==> src/rtl/cordic_pkg.sv <==
// Shared types and constants for the CORDIC controller and its atan ROM.
// The atan table is computed at elaboration using integer fixed-point arithmetic only.
package cordic_pkg;

   typedef enum logic [1:0] {StIdle, StIter, StDone} cordic_state_t;

   localparam logic MODE_ROT = 1'b1;
   localparam logic MODE_VEC = 1'b0;

   localparam int unsigned ATAN_ENTRIES = 32;
   localparam int unsigned ATAN_IDX_W   = 5;
   localparam int          FRAC_BITS    = 60;
   // pi with FRAC_BITS fractional bits
   localparam logic [127:0] PI_FX = 128'h3243F6A8885A308D;

   typedef logic [ATAN_ENTRIES-1:0][31:0] atan_tab_t;

   // atan(2^-i) by its Taylor series, then rescaled so that pi maps to 2^(width-1), rounded.
   function automatic atan_tab_t atan_table(input int unsigned width);
      atan_tab_t    tab;
      logic [127:0] acc;
      logic [127:0] term;
      logic [127:0] num;
      int           sh;
      tab = '0;
      for (int i = 0; i < ATAN_ENTRIES; i++) begin
         if (i == 0) begin
            acc = PI_FX >> 2;
         end else begin
            acc = '0;
            for (int k = 0; k < 32; k++) begin
               sh = FRAC_BITS - i * (2 * k + 1);
               if (sh < 0) break;
               term = (128'd1 << sh) / 128'(2 * k + 1);
               if (k % 2 == 0) acc = acc + term;
               else            acc = acc - term;
            end
         end
         num = (acc << (width - 1)) + (PI_FX >> 1);
         tab[i[4:0]] = 32'(num / PI_FX);
      end
      return tab;
   endfunction

endpackage

==> src/rtl/cordic_atan_rom.sv <==
// Combinational arctangent table, atan(2^-idx) scaled so that pi = 2^(WIDTH-1).
module cordic_atan_rom
   import cordic_pkg::*;
#(
   parameter int unsigned WIDTH = 16,
   parameter int unsigned CNT_W = 4
) (
   input  logic [CNT_W-1:0] idx,
   output logic [WIDTH-1:0] atan_const
);

   localparam atan_tab_t TABLE = atan_table(WIDTH);

   logic [ATAN_IDX_W-1:0] idx_ext;

   assign idx_ext    = ATAN_IDX_W'(idx);
   assign atan_const = TABLE[idx_ext][WIDTH-1:0];

endmodule

==> src/rtl/cordic_iter_ctrl.sv <==
// Sequencer for a single-stage iterative CORDIC datapath: accepts a job, steps the shared
// micro-rotation stage NUM_STAGES times, then flags the result as final.
module cordic_iter_ctrl
   import cordic_pkg::*;
#(
   parameter int unsigned NUM_STAGES = 12,
   parameter int unsigned WIDTH      = 16,
   parameter int unsigned CNT_W      = $clog2(NUM_STAGES)
) (
   input  logic             clk,
   input  logic             rst_n,
   input  logic             valid_in,
   input  logic             mode,
   output logic             ready_in,
   output logic             load_en,
   output logic             iter_en,
   output logic [CNT_W-1:0] stage_idx,
   output logic [CNT_W-1:0] shift_amt,
   output logic [WIDTH-1:0] atan_const,
   input  logic             z_sign,
   input  logic             y_sign,
   output logic             dir,
   output logic             mode_q,
   output logic             busy,
   output logic             valid_out
);

   localparam logic [CNT_W-1:0] LAST_IDX = CNT_W'(NUM_STAGES - 1);

   cordic_state_t    state_q, state_d;
   logic [CNT_W-1:0] cnt_q, cnt_d;
   logic             mode_d;

   always_ff @(posedge clk or negedge rst_n) begin
      if (!rst_n) begin
         state_q <= StIdle;
         cnt_q   <= '0;
         mode_q  <= MODE_ROT;
      end else begin
         state_q <= state_d;
         cnt_q   <= cnt_d;
         mode_q  <= mode_d;
      end
   end

   always_comb begin
      state_d   = state_q;
      cnt_d     = cnt_q;
      mode_d    = mode_q;
      ready_in  = 1'b0;
      load_en   = 1'b0;
      iter_en   = 1'b0;
      busy      = 1'b0;
      valid_out = 1'b0;
      unique case (state_q)
         StIdle: begin
            ready_in = 1'b1;
            if (valid_in) begin
               load_en = 1'b1;
               mode_d  = mode;
               cnt_d   = '0;
               state_d = StIter;
            end
         end
         StIter: begin
            iter_en = 1'b1;
            busy    = 1'b1;
            if (cnt_q == LAST_IDX) begin
               // Park the counter on stage 0 so idle outputs match the reset view.
               cnt_d   = '0;
               state_d = StDone;
            end else begin
               cnt_d = cnt_q + CNT_W'(1);
            end
         end
         StDone: begin
            valid_out = 1'b1;
            ready_in  = 1'b1;
            if (valid_in) begin
               load_en = 1'b1;
               mode_d  = mode;
               cnt_d   = '0;
               state_d = StIter;
            end else begin
               state_d = StIdle;
            end
         end
         default: state_d = StIdle;
      endcase
   end

   // Rotation drives the residual angle to zero; vectoring drives y to zero.
   always_comb begin
      dir = 1'b0;
      if (iter_en) begin
         case (mode_q)
            MODE_ROT: dir = ~z_sign;
            MODE_VEC: dir = y_sign;
            default:  dir = 1'b0;
         endcase
      end
   end

   assign stage_idx = cnt_q;
   assign shift_amt = cnt_q;

   cordic_atan_rom #(
      .WIDTH (WIDTH),
      .CNT_W (CNT_W)
   ) u_atan_rom (
      .idx        (cnt_q),
      .atan_const (atan_const)
   );

endmodule

==> config.mk <==
export PLATFORM = sky130hd
export DESIGN_NAME = cordic_iter_ctrl
export DESIGN_NICKNAME = d
export VERILOG_FILES = /design/src/rtl/cordic_pkg.sv /design/src/rtl/cordic_atan_rom.sv /design/src/rtl/cordic_iter_ctrl.sv
export SDC_FILE = /design/constraint.sdc
export NUM_CORES = 1
export LEC_CHECK = 0
export ABC_AREA = 1
export CAP_MARGIN = 20
export CORE_UTILIZATION = 40
export CTS_CLUSTER_SIZE = 30
export DETAILED_ROUTE_END_ITERATION = 12
export PLACE_DENSITY = 0.84
export SLEW_MARGIN = 20
export SYNTH_ARGS = -nofsm -noshare
export SYNTH_HDL_FRONTEND = slang
export SYNTH_HIERARCHICAL = 1
export SYNTH_SLANG_ARGS = --single-unit
==> constraint.sdc <==
create_clock -name clk -period 3.6 [get_ports clk]
set_input_delay 0.72 -clock clk [delete_from_list [all_inputs] [get_ports clk]]
set_output_delay 0.72 -clock clk [all_outputs]
set_load 0.01 [all_outputs]
# Word level (Yosys, flattened, before mapping)
# Memory sizes are Yosys's and may differ from the RTL's.
# Cells that the tools add are included.
# word_totals
regBits	7
latchBits	0
ram_bits	0
rom_bits	512
input_bits	6
out_inout_bits	31
wordCells	35
mem_count	1
# memory_table
memory	words	word_bits	read_ports	rd_ports_with_merged_regs	wr	line_no	source
(no name shown)	16	32	1	0	0	cordic_atan_rom.sv:17	assign atan_const = TABLE[idx_ext][WIDTH-1:0];
# op_classes
add_sub_neg	1
n_mul	0
n_div	0
n_lt_le_gt_ge	1
n_eq_ne	6
shift	0
muxes	15
bitwise_logic	2
n_reduce_logical	6
# ops
cell	count
2-to-1 mux 16 bit	1
2-to-1 mux 4 bit	2
case mux 4 bit (2 select lines)	1
2-to-1 mux 1 bit	7
less-than comparator 4 x 6 -> 1 bit (second input constant)	1
case mux 2 bit (3 select lines)	1
AND reduction 2 bit	3
adder 4 x 1 -> 4 bit (second input constant)	1
== test 4 bit (second input constant)	1
2-to-1 mux 2 bit	2
inequality test 2 bit (second input constant)	2
== test 2 x 1 -> 1 bit (second input constant)	1
== test 2 bit (second input constant)	1
zero test 2 bit	1
inequality test 2 x 1 -> 1 bit (second input constant)	1
inverter 1 bit	2
case mux 1 bit (2 select lines)	1
nonzero test 2 bit	1
OR reduction 2 bit	1

# Depth between registers and ports, before layout
# depth
ltp_word	4
ltp_mapped	6
depth_no_buf	6

# Hierarchy
# The synthesis kept the hierarchy.
# by_module_without_submodules
module	instances	cells_each	area_each_um2
cordic_iter_ctrl	1	46	406.6
cordic_atan_rom	1	64	356.6

# Worst setup path before layout
# OpenSTA, ideal clock, no wires.
# synth_timing
kind	register -> output
startpoint	reg cnt_q[0], in the netlist shift_amt[0]
endpoint	out atan_const[6]
t_arrival_ps	1395
required_time_ps	2880
setup_slack_ps	1485
stages_incl_launch_ff	7
path_cell_list	dfrtp_1 -> inv_1 -> ha_1 -> inv_1 -> nand2_1 -> nand2_1 -> nor2_1
# synth_between
elab_chain_cells	2
# synth_rtl
element	line_no	source
start: declaration	cordic_iter_ctrl.sv:31	logic [CNT_W-1:0] cnt_q, cnt_d;
start signal: assignment	cordic_iter_ctrl.sv:41	cnt_q <= cnt_d;
memory (16 x 32 bit)	--	
2-to-1 mux 16 bit (implied by the code)	cordic_atan_rom.sv:17	
end: declaration	cordic_iter_ctrl.sv:19	output logic [WIDTH-1:0] atan_const,
# Every way passes these cells. The select of a mux whose other input is x is not followed.

# Worst setup path after layout
# Same ends and word-level chain as after synthesis.

==> metrics.txt <==
CP startpoint kind=register; Die ar.=2090 um^2; cts bufs inserted=3; worst hold-check path type=register to register; # hold bufs at CTS=0; Static Leak=about 0.56 nW; mapped cell area=763 um^2; Max Clock Skew=between 2 and 2.5 ps; WS Path Type=register to output pin; vias per inst=between 4 and 5; overall die width=45.7 um; number of synthesized flops with an enable pin=0; WL/cell=10.5 um; post-route cell area=1100 um^2; setup violators final=0; CTS tree=done; pins over their slew limit=0; global-route wire length before repair=2.91 mm; worst-path fanout max=13; Top FF cell, synth=dfrtp_1; ANT cells=0; hold path start=mode_q$_DFFE_PN1P_; DRT Pass-1 Iters=5; CTS max path bufs=2; status=completed; adder-cell share of the synthesized area=13.1%; Routed Antenna Nets=0; via count of the routed design=about 800; Reg clk slew, reported paths=50 ps; Sum Neg Setup Slack=0 ps; worst-case vdd ir drop=543 uV; maxcap violations=0; initial core utilization=43.3%; Mean Syn Cell Area=6.94 um^2; Synth area leaders=dfrtp_1 20%, nand2_1 17%, ha_1 13%, buf_4 6.9%, nand3_1 5.9%; buffers added on ports=34; FF-to-FF setup slack=between 2000 and 2500 ps; Sw Share=47.5%; RSZ-0062 raised after global routing=no; Pwr per Cell Area=between 1000 and 1500 nW/um^2; post-CTS setup buffers=0; Int Power=0.638 mW; sequential group share of total power=between 10% and 20%; gr usage total=18.8%; # DRC=0; CP Data Required Time=around 2900 ps; Reg2Reg Depth=3; row cnt=15; share of layout cells above drive strength 1=15.6%; Post-DP HPWL=about 1.4 mm; Comb pwr share=76.0%; post-synth top area cell=dfrtp_1; Area Growth Syn to Fin=44.3%; clk sinks=7; Worst Hold Path Cells=2; flops & latches, synth=7; Crit. End Element=output pin; Tmin final=2960 ps; Final period util=82.1%; later-pin clock latency in the skew report=250 ps; hold endpoint=mode_q$_DFFE_PN1P_; initial antenna violation count=0; Total Wirelength=between 1.5 and 2 mm; most common cell in the netlist=nand2_1; Yosys cell types=22; grt total ovfl=0; Top Ports=37; PostCTS Resize Cnt=0; maximum clock frequency=between 300 and 400 MHz; crit path DAT=2240 ps; Die H=45.7 um; CTS root buf=clkbuf_4; RR Endpoint=shift_amt[3]$_DFFE_PN0P_; post-synthesis instance total=110; clock share of power=5.9%; worst-margin pin slew=738 ps; share of the synthesized area in the top cell type=19.7%; compound-cell area share of the yosys netlist=under 10%; Hold Fails Final Rpt=0; Placed Area=1070 um^2; Nets=between 150 and 200; Rel. slew slack=50.8%; DR iter-0 viols=11; Core Region=1760 um^2; vias in the first global route=707; XOR/XNOR Fraction of Synth Area=1.15%; Synth Warn #=6; pin count of the biggest net entering global routing=20; main combinational cell family by area after synthesis=simple AND/OR/NAND/NOR gates; Synth Area in Simple Gates=39.0%; reg2reg start=shift_amt[2]$_DFFE_PN0P_; async set-or-reset flop fraction in the synthesized netlist=between 90% and 100%; switching pwr=about 0.58 mW; RePlAce Congestion=0.859; synth cell count leaders=35 x nand2_1, 11 x inv_1, 9 x nand3_1; Max H-tree Level=1; Seq/Total Area, Yosys=23.1%; multiplexer share of the synthesized area=0%
through the flow:
| stage | worst slack, ps | util [%] | hold WS, ps | instances | total power [mW] |
|---|---|---|---|---|---|
| 2_1_floorplan | 1490 | - | 424 | 111 | 0.738 |
| 3_3_place_gp | 909 | 60.9 | 474 | 162 | 1.11 |
| 3_5_place_dp | 812 | 60.9 | 483 | 162 | 1.15 |
| 4_1_cts | 623 | 62.4 | 490 | 166 | 1.22 |
| 5_1_grt | 497 | 62.4 | 506 | 166 | 1.33 |
| 6_report | 644 | 62.4 | 484 | 166 | 1.22 |
registers in the layout, indices dropped and copies added (netlist names):
register / cells
mode_q: 1
state_q: 2
shift_amt: 4
per-layer routing:
| layer | wire [um] | track usage, % | part of all wire [%] | vias up |
|---|---|---|---|---|
| met1 | 719 | 20.6 | 41 | 351 |
| li1 | - | - | - | 395 |
| met3 | 112 | 3.57 | 6.4 | 0 |
| met4 | 0 | 5.45 | 0 | 0 |
| met5 | 0 | 0 | 0 | - |
| met2 | 919 | 35.7 | 52 | 33 |
worst max-delay path, cell delays in order, from the launching register on:
cell and delay (ps):
dfrtp_1 590, inv_1 230, ha_1 360, inv_1 40, nand2_1 70, nand2_1 50, nor2_1 80, clkdlybuf4s50_1 550
final cells by class:
class | count | area [um^2]
Timing Repair Buffer | 34 | 340
Fill cell | 171 | 663
Clock buffer | 4 | 26.3
Multi-Input combinational cell | 80 | 467
Sequential cell | 7 | 176
Inverter | 16 | 60.1
Tap cell | 25 | 31.3
logic make-up (layout without fill, tap and decap cells):
group / Yosys count / in the layout
AND/OR/NAND/NOR: 62 / 62
buffers and inverters: 24 / 54
adder cells (fa/ha/maj): 8 / 8
AO/OA/AOI/OAI: 7 / 7
flip-flops: 7 / 7
other: 1 / 2
XOR/XNOR: 1 / 1
power groups by stage:
stage	clock network, mW	registers (mW)	logic, mW
final	0.0714	0.221	0.924
after global routing	0.0762	0.233	1.02
after CTS	0.0725	0.222	0.929
after detailed placement	0	0.223	0.926
after global placement	0	0.221	0.894
after floorplan	0	0.201	0.537
worst max-delay path by stage:
stage	start	end	slack (ps)	depth (start not counted)
floorplan	shift_amt[0]$_DFFE_PN0P_	atan_const[6]	1490	6
global placement	y_sign	dir	910	4
detailed placement	y_sign	dir	810	4
CTS	shift_amt[0]$_DFFE_PN0P_	atan_const[6]	620	7
global route	shift_amt[0]$_DFFE_PN0P_	atan_const[6]	500	7
finish	shift_amt[0]$_DFFE_PN0P_	atan_const[6]	640	7
cell usage in the layout (no fill, tap or decap), types with 3 or more instances in the layout:
cell type / synthesis / final
dfrtp_1: 6 / 6
inv_1: 11 / 11
o21ai_2: 3 / 3
nand2_2: 5 / 5
nand2_1: 35 / 35
nor2_1: 8 / 8
nand3_1: 9 / 9
clkdlybuf4s50_1: 0 / 34
clkbuf_4: 0 / 3
inv_2: 5 / 5
ha_1: 8 / 8
(Power assumes the default switching activity.)
